### src/rtl/trap_ctrl.sv
// rtl/trap_ctrl.sv - machine-mode trap entry / mret sequencer driving a single CSR write port
module trap_ctrl #(
  parameter int XLEN = 32,
  parameter logic [XLEN-1:0] MTVEC_MASK = 32'hFFFFFFFC
) (
  input  logic            clock,
  input  logic            reset,
  input  logic            io_in_valid,
  input  logic [3:0]      io_in_excType,
  input  logic [XLEN-1:0] io_in_pc,
  input  logic [XLEN-1:0] io_in_inst,
  input  logic            io_in_irq,
  input  logic [XLEN-1:0] io_csr_mstatus,
  input  logic [XLEN-1:0] io_csr_mtvec,
  input  logic [XLEN-1:0] io_csr_mepc,
  output logic            io_csr_wrEn,
  output logic [11:0]     io_csr_wrAddr,
  output logic [XLEN-1:0] io_csr_wrData,
  output logic            io_out_stall,
  output logic            io_out_flush,
  output logic            io_out_redirectValid,
  output logic [XLEN-1:0] io_out_redirectPc,
  output logic            io_out_busy
);

  typedef enum logic [2:0] {
    IDLE, SAVE_EPC, SAVE_CAUSE, SAVE_TVAL, SAVE_STATUS, MRET_STATUS, REDIRECT
  } state_t;

  state_t state, state_next;
  logic [XLEN-1:0] pc_q, cause_q, tval_q, target_q;
  logic [XLEN-1:0] cause_d, tval_d, status_trap, status_mret;
  logic idle, sync_exc, irq_take, trap_accept, mret_accept;

  // Synchronous exceptions win over the interrupt, which in turn suppresses mret.
  always_comb begin
    idle        = (state == IDLE);
    sync_exc    = (io_in_excType != 4'd0) && (io_in_excType != 4'd4);
    irq_take    = io_in_irq && io_csr_mstatus[3];
    trap_accept = idle && !reset && io_in_valid && (sync_exc || irq_take);
    mret_accept = idle && !reset && io_in_valid && !sync_exc && !irq_take
                  && (io_in_excType == 4'd4);

    cause_d = {1'b1, (XLEN-1)'(11)};
    tval_d  = '0;
    if (sync_exc) begin
      case (io_in_excType)
        4'd2:    cause_d = XLEN'(11);
        4'd3:    cause_d = XLEN'(3);
        4'd5: begin
          cause_d = '0;
          tval_d  = io_in_pc;
        end
        default: begin
          cause_d = XLEN'(2);
          tval_d  = io_in_inst;
        end
      endcase
    end

    status_trap       = io_csr_mstatus;
    status_trap[7]    = io_csr_mstatus[3];
    status_trap[3]    = 1'b0;
    status_trap[12:11] = 2'b11;

    status_mret    = io_csr_mstatus;
    status_mret[3] = io_csr_mstatus[7];
    status_mret[7] = 1'b1;
  end

  always_comb begin
    state_next           = state;
    io_csr_wrEn          = 1'b0;
    io_csr_wrAddr        = 12'h000;
    io_csr_wrData        = '0;
    io_out_stall         = !idle;
    io_out_flush         = 1'b0;
    io_out_redirectValid = 1'b0;
    io_out_redirectPc    = '0;
    case (state)
      IDLE: begin
        if (trap_accept) begin
          io_out_flush = 1'b1;
          io_out_stall = 1'b1;
          state_next   = SAVE_EPC;
        end else if (mret_accept) begin
          io_out_flush = 1'b1;
          io_out_stall = 1'b1;
          state_next   = MRET_STATUS;
        end
      end
      SAVE_EPC: begin
        io_csr_wrEn   = 1'b1;
        io_csr_wrAddr = 12'h341;
        io_csr_wrData = pc_q;
        state_next    = SAVE_CAUSE;
      end
      SAVE_CAUSE: begin
        io_csr_wrEn   = 1'b1;
        io_csr_wrAddr = 12'h342;
        io_csr_wrData = cause_q;
        state_next    = SAVE_TVAL;
      end
      SAVE_TVAL: begin
        io_csr_wrEn   = 1'b1;
        io_csr_wrAddr = 12'h343;
        io_csr_wrData = tval_q;
        state_next    = SAVE_STATUS;
      end
      SAVE_STATUS: begin
        io_csr_wrEn   = 1'b1;
        io_csr_wrAddr = 12'h300;
        io_csr_wrData = status_trap;
        state_next    = REDIRECT;
      end
      MRET_STATUS: begin
        io_csr_wrEn   = 1'b1;
        io_csr_wrAddr = 12'h300;
        io_csr_wrData = status_mret;
        state_next    = REDIRECT;
      end
      REDIRECT: begin
        io_out_redirectValid = 1'b1;
        io_out_redirectPc    = target_q;
        state_next           = IDLE;
      end
      default: state_next = IDLE;
    endcase
    // Reset kills any in-flight CSR write or redirect in the same cycle.
    if (reset) begin
      io_csr_wrEn          = 1'b0;
      io_csr_wrAddr        = 12'h000;
      io_csr_wrData        = '0;
      io_out_stall         = 1'b0;
      io_out_flush         = 1'b0;
      io_out_redirectValid = 1'b0;
      io_out_redirectPc    = '0;
    end
  end

  assign io_out_busy = !idle && !reset;

  always_ff @(posedge clock) begin
    if (reset) begin
      state    <= IDLE;
      pc_q     <= '0;
      cause_q  <= '0;
      tval_q   <= '0;
      target_q <= '0;
    end else begin
      state <= state_next;
      if (trap_accept || mret_accept) begin
        pc_q     <= io_in_pc;
        cause_q  <= cause_d;
        tval_q   <= tval_d;
        target_q <= trap_accept ? (io_csr_mtvec & MTVEC_MASK) : io_csr_mepc;
      end
      // The target is re-sampled as the status write goes out, so it tracks CSR updates.
      if (state == SAVE_STATUS) target_q <= io_csr_mtvec & MTVEC_MASK;
      if (state == MRET_STATUS) target_q <= io_csr_mepc;
    end
  end

endmodule
### config.mk
export PLATFORM = sky130hd
export DESIGN_NAME = trap_ctrl
export DESIGN_NICKNAME = d
export VERILOG_FILES = /design/src/rtl/trap_ctrl.sv
export SDC_FILE = /design/constraint.sdc
export NUM_CORES = 1
export LEC_CHECK = 0
export BUFFER_PORTS_ARGS = -buffer_cell sky130_fd_sc_hd__buf_4
export CAP_MARGIN = 20
export CORE_UTILIZATION = 52
export CTS_BUF_LIST = sky130_fd_sc_hd__clkbuf_16
export DETAILED_ROUTE_END_ITERATION = 8
export PLACE_DENSITY = 0.89
export SYNTH_ARGS = -nofsm -noshare
export SYNTH_HDL_FRONTEND = slang
export SYNTH_SLANG_ARGS = --single-unit
### constraint.sdc
create_clock -name clock -period 3.35 [get_ports clock]
set_input_delay 0.5025 -clock clock [delete_from_list [all_inputs] [get_ports clock]]
set_output_delay 0.5025 -clock clock [all_outputs]
set_load 0.03 [all_outputs]
==> impl_metrics.xml <==
<?xml version="1.0" encoding="UTF-8"?>
<metrics>
  <group name="status">
    <metric name="status" unit="">completed</metric>
  </group>
  <group name="logic_synthesis">
    <metric name="synth_top_area_share" unit="%">36.86</metric>
    <metric name="synth_edf_count" unit="">0</metric>
    <metric name="ys_warn_count" unit="">0</metric>
    <metric name="synth_area_per_cell" unit="um^2">8.026</metric>
    <metric name="syn-cell-area" unit="um^2">5594</metric>
    <metric name="post_synth_num_cell_types" unit="">46</metric>
    <metric name="async_flop_share" unit="%">0</metric>
    <metric name="synth-main-ff-cell" unit="">dfxtp_1</metric>
    <metric name="syn_inst" unit="">697</metric>
    <metric name="post_synth_main_area_contributors" unit="">dfxtp_1, nand2_1, o2bb2ai_2</metric>
    <metric name="yosys.area.top_type" unit="">dfxtp_1</metric>
    <metric name="yosys_register_bits" unit="">103</metric>
    <metric name="ys_seq_area_share" unit="%">36.86</metric>
  </group>
  <group name="worst_setup_path">
    <metric name="cp.buffers_inverters" unit="">2</metric>
    <metric name="reg2reg_launch_point" unit="">state[2]</metric>
    <metric name="path_max_fanout" unit="">29</metric>
    <metric name="critical_path_s_largest_stage_delay" unit="ps">710</metric>
    <metric name="worst_path_most_repeated_cell" unit="">buf_4</metric>
    <metric name="reg2reg_depth" unit="">4</metric>
    <metric name="timing.critical_path.max_delay_family" unit="">flip-flops</metric>
    <metric name="end_kind" unit="">output port</metric>
    <metric name="critical_path_rt" unit="ps">2850</metric>
    <metric name="arrival_time_at_the_worst_endpoint" unit="ps">2370</metric>
    <metric name="category_of_the_critical_setup_timing_path" unit="">reg2out</metric>
    <metric name="worstSetupStartpointType" unit="">flop</metric>
    <metric name="critical_path.reg2reg.endpoint" unit="">tval_q[7]</metric>
    <metric name="cpMaxStageDelayCell" unit="">dfxtp_2</metric>
    <metric name="rrSetupSlack" unit="ps">840</metric>
    <metric name="worstPathCellList" unit="">buf_4, mux2i_1, o21ai_0, nand2_1, a21oi_1, buf_4</metric>
  </group>
  <group name="clocking">
    <metric name="cts.htree.levels" unit="">3</metric>
    <metric name="postCtsSetupRepairBufs" unit="">0</metric>
    <metric name="cts_made_buffers" unit="">9</metric>
    <metric name="max-clock-path-buffers" unit="">2</metric>
    <metric name="insertion_delay" unit="ps">340</metric>
    <metric name="clock_tree.root_cell" unit="">clkbuf_16</metric>
    <metric name="clock_sink_count" unit="">103</metric>
    <metric name="clkSlewWorstSetupHoldPaths" unit="ps">70</metric>
    <metric name="cts-resized-gates" unit="">0</metric>
    <metric name="cts_hold_repair.buffers" unit="">0</metric>
    <metric name="tritoncts" unit="">built</metric>
  </group>
  <group name="route">
    <metric name="vias" unit="">5959</metric>
    <metric name="finalWirelength" unit="mm">17.40</metric>
    <metric name="initialDrtViolationCount" unit="">479</metric>
    <metric name="drcViolationCount" unit="">0</metric>
    <metric name="via_per_inst" unit="">5.713</metric>
    <metric name="drt-wirelength-per-cell" unit="um">16.68</metric>
    <metric name="drt_pre_antenna_iters" unit="">6</metric>
    <metric name="ant_nets" unit="">0</metric>
  </group>
  <group name="sta">
    <metric name="sum_of_negative_setup_slack" unit="ps">0</metric>
    <metric name="timing.final.max_slew_violations" unit="">0</metric>
    <metric name="fmax" unit="MHz">347.9</metric>
    <metric name="fin_skew" unit="ps">8.582</metric>
    <metric name="final_hold_vio_count" unit="">0</metric>
    <metric name="final.period_utilization" unit="%">85.82</metric>
    <metric name="setup_repair_after_global_routing_missed_its_margin" unit="">false</metric>
    <metric name="report.final.setup_viol" unit="">0</metric>
    <metric name="maxSlewHeadroom" unit="%">35.68</metric>
    <metric name="max_slew.worst_pin.slew" unit="ps">964.9</metric>
    <metric name="period_minus_slack" unit="ps">2875</metric>
  </group>
  <group name="die">
    <metric name="starting_density_of_the_core" unit="%">53.95</metric>
    <metric name="rows" unit="">37</metric>
    <metric name="design.die.area" unit="um^2">11180</metric>
    <metric name="die_span_x" unit="um">105.7</metric>
    <metric name="floorplan.io_pins" unit="">249</metric>
    <metric name="core-area" unit="um^2">10370</metric>
    <metric name="die_y" unit="um">105.7</metric>
  </group>
  <group name="worst_hold_path">
    <metric name="worstHoldStart" unit="">io_in_pc[23]</metric>
    <metric name="min-delay-path-class" unit="">in2reg</metric>
    <metric name="min_path_cells" unit="">3</metric>
    <metric name="worstHoldEndpoint" unit="">pc_q[23]</metric>
  </group>
  <group name="global_route">
    <metric name="antenna_found_initial" unit="">0</metric>
    <metric name="top_usage_layer_grt" unit="">met2</metric>
    <metric name="use_met3" unit="%">4.886</metric>
    <metric name="grt_start_max_net_pins" unit="">38</metric>
    <metric name="met2_usage" unit="%">53.59</metric>
    <metric name="number_of_global_route_vias_before_repair" unit="">5630</metric>
    <metric name="groute.usage.overall" unit="%">30.27</metric>
    <metric name="global_route.overflow_total" unit="">0</metric>
    <metric name="grt.met1_usage" unit="%">36.53</metric>
    <metric name="grt_first_pass_wirelength" unit="mm">27.19</metric>
  </group>
  <group name="final_layout">
    <metric name="finish.instance_area" unit="um^2">7771</metric>
    <metric name="finalNetCount" unit="">1074</metric>
    <metric name="layout_cell_share_with_drive_strength_beyond_1" unit="%">34.84</metric>
    <metric name="fillers" unit="">807</metric>
    <metric name="area_growth_syn_to_layout" unit="%">38.92</metric>
    <metric name="insertedDiodeCount" unit="">0</metric>
  </group>
  <group name="placed_design">
    <metric name="detailedPlacementHpwl" unit="mm">11.89</metric>
    <metric name="gp_congestion" unit="">0.8116</metric>
    <metric name="portBuffers" unit="">239</metric>
    <metric name="placement.cell_area" unit="um^2">7461</metric>
  </group>
  <group name="pwr">
    <metric name="ir_drop" unit="uV">392.4</metric>
    <metric name="power.density_cell_area" unit="nW/um^2">543.9</metric>
    <metric name="leakagePower" unit="nW">3.209</metric>
  </group>
  <group name="run">
    <metric name="max_cap_violations" unit="">0</metric>
  </group>
</metrics>
-- how the worst max path moves through the flow --
stage,end,cells after the start,startpoint,slack (ps)
CTS,io_csr_wrData[0],6,state[1],460
global placement,tval_q[3],4,reset,870
detailed placement,tval_q[6],4,reset,820
global route,io_csr_wrData[11],6,state[1],340
floorplan,io_out_redirectPc[22],4,state[2],900
finish,io_csr_wrData[0],6,state[1],480
-- cells in the mapped netlist (2+ instances only) --
master and instances:
buf_6 3, buf_2 19, and2_1 32, mux2i_1 29, o21ai_0 10, nor2_1 61
a21o_1 4, ha_1 3, clkbuf_1 39, nand2b_1 5, a311oi_1 30, a21oi_1 71
dfxtp_1 103, nand3_1 5, a22oi_1 32, nand2_1 140, buf_4 8, inv_1 2
o2bb2ai_2 30, nor2b_1 3, nand3b_1 6, o211ai_1 2, nor3_1 34, nand4_1 2
o2bb2ai_1 2, buf_1 2
-- stage by stage --
stage / total power [W] / std cells / setup WS (ps) / util (%) / hold WS (ps)
2_1_floorplan: 0.002615 / 703 / 895.4 / - / 432.1
3_3_place_gp: 0.003094 / 1028 / 866.1 / 71.95 / 440.9
3_5_place_dp: 0.003126 / 1028 / 816.5 / 71.95 / 445.8
4_1_cts: 0.004225 / 1043 / 456.9 / 74.94 / 416.1
5_1_grt: 0.004434 / 1043 / 335.2 / 74.94 / 415.5
6_report: 0.004227 / 1043 / 475.2 / 74.94 / 415.0
-- state kept, by name, indices dropped and copies added, names as in the netlist --
register and flops:
cause_q 4, pc_q 32, state 3, target_q 32, tval_q 32
-- cell type report --
cell class	instances	area [um^2]	area share, %
inverters	4	15.01	0.1932
multi-input cells	524	3241	41.70
flip-flops and latches	103	2063	26.55
well taps	136	170.2	2.190
clock buffers	9	225.2	2.898
clock inverters	6	85.08	1.095
repair buffers	261	1972	25.37
-- logic make-up (layout without fill, tap and decap cells) --
logic type / count (synthesis) / count (layout) / synth area share, %
muxes: 29 / 29 / 5.189
buffers and inverters: 76 / 280 / 6.486
adders and majority gates: 3 / 3 / 0.6711
and+or+nand+nor: 295 / 295 / 23.57
xor gates and xnor gates: 1 / 1 / 0.1566
DFF: 103 / 103 / 36.86
other: 1 / 7 / 0.06703
AOI/OAI and AO/OA: 189 / 189 / 27.00
-- routing by layer --
metal  up-vias  part of all wire [%]  wire [um]
met5         -                     0          0
met4         0                   2.6        450
met3        34                   8.3       1440
met2       304                    49       8517
met1      2763                    40       6991
li1       2858                     -          -
-- tightest hold or removal path, cell delays in order --
cell and delay [ps]:
buf_4 110, nand2_1 50, a21oi_1 50
-- cell usage in the layout, fill, tap and decap left out, drive strengths merged, types with 2 or more instances in the layout --
cell	instances
buf	261
nor3	34
inv	4
mux2i	29
nand3	5
nand2b	5
a22oi	32
ha	3
nand3b	6
nor2b	3
conb	7
o211ai	3
a311oi	30
nand2	140
o21ai	10
dfxtp	103
clkinv	4
clkbuf	9
a21oi	71
and2	32
a21o	4
bufinv	2
o2bb2ai	32
nand4	2
nor2	62
-- power breakdown --
| part | leakage (nW) | switching, W | internal, W |
|---|---|---|---|
| logic | 2.22 | 0.000920 | 0.000618 |
| clock network | 0.151 | 0.000457 | 0.000650 |
| registers | 0.841 | 0.000156 | 0.00143 |
| total | 3.21 | 0.00153 | 0.00269 |
(Power assumes the default switching activity.)
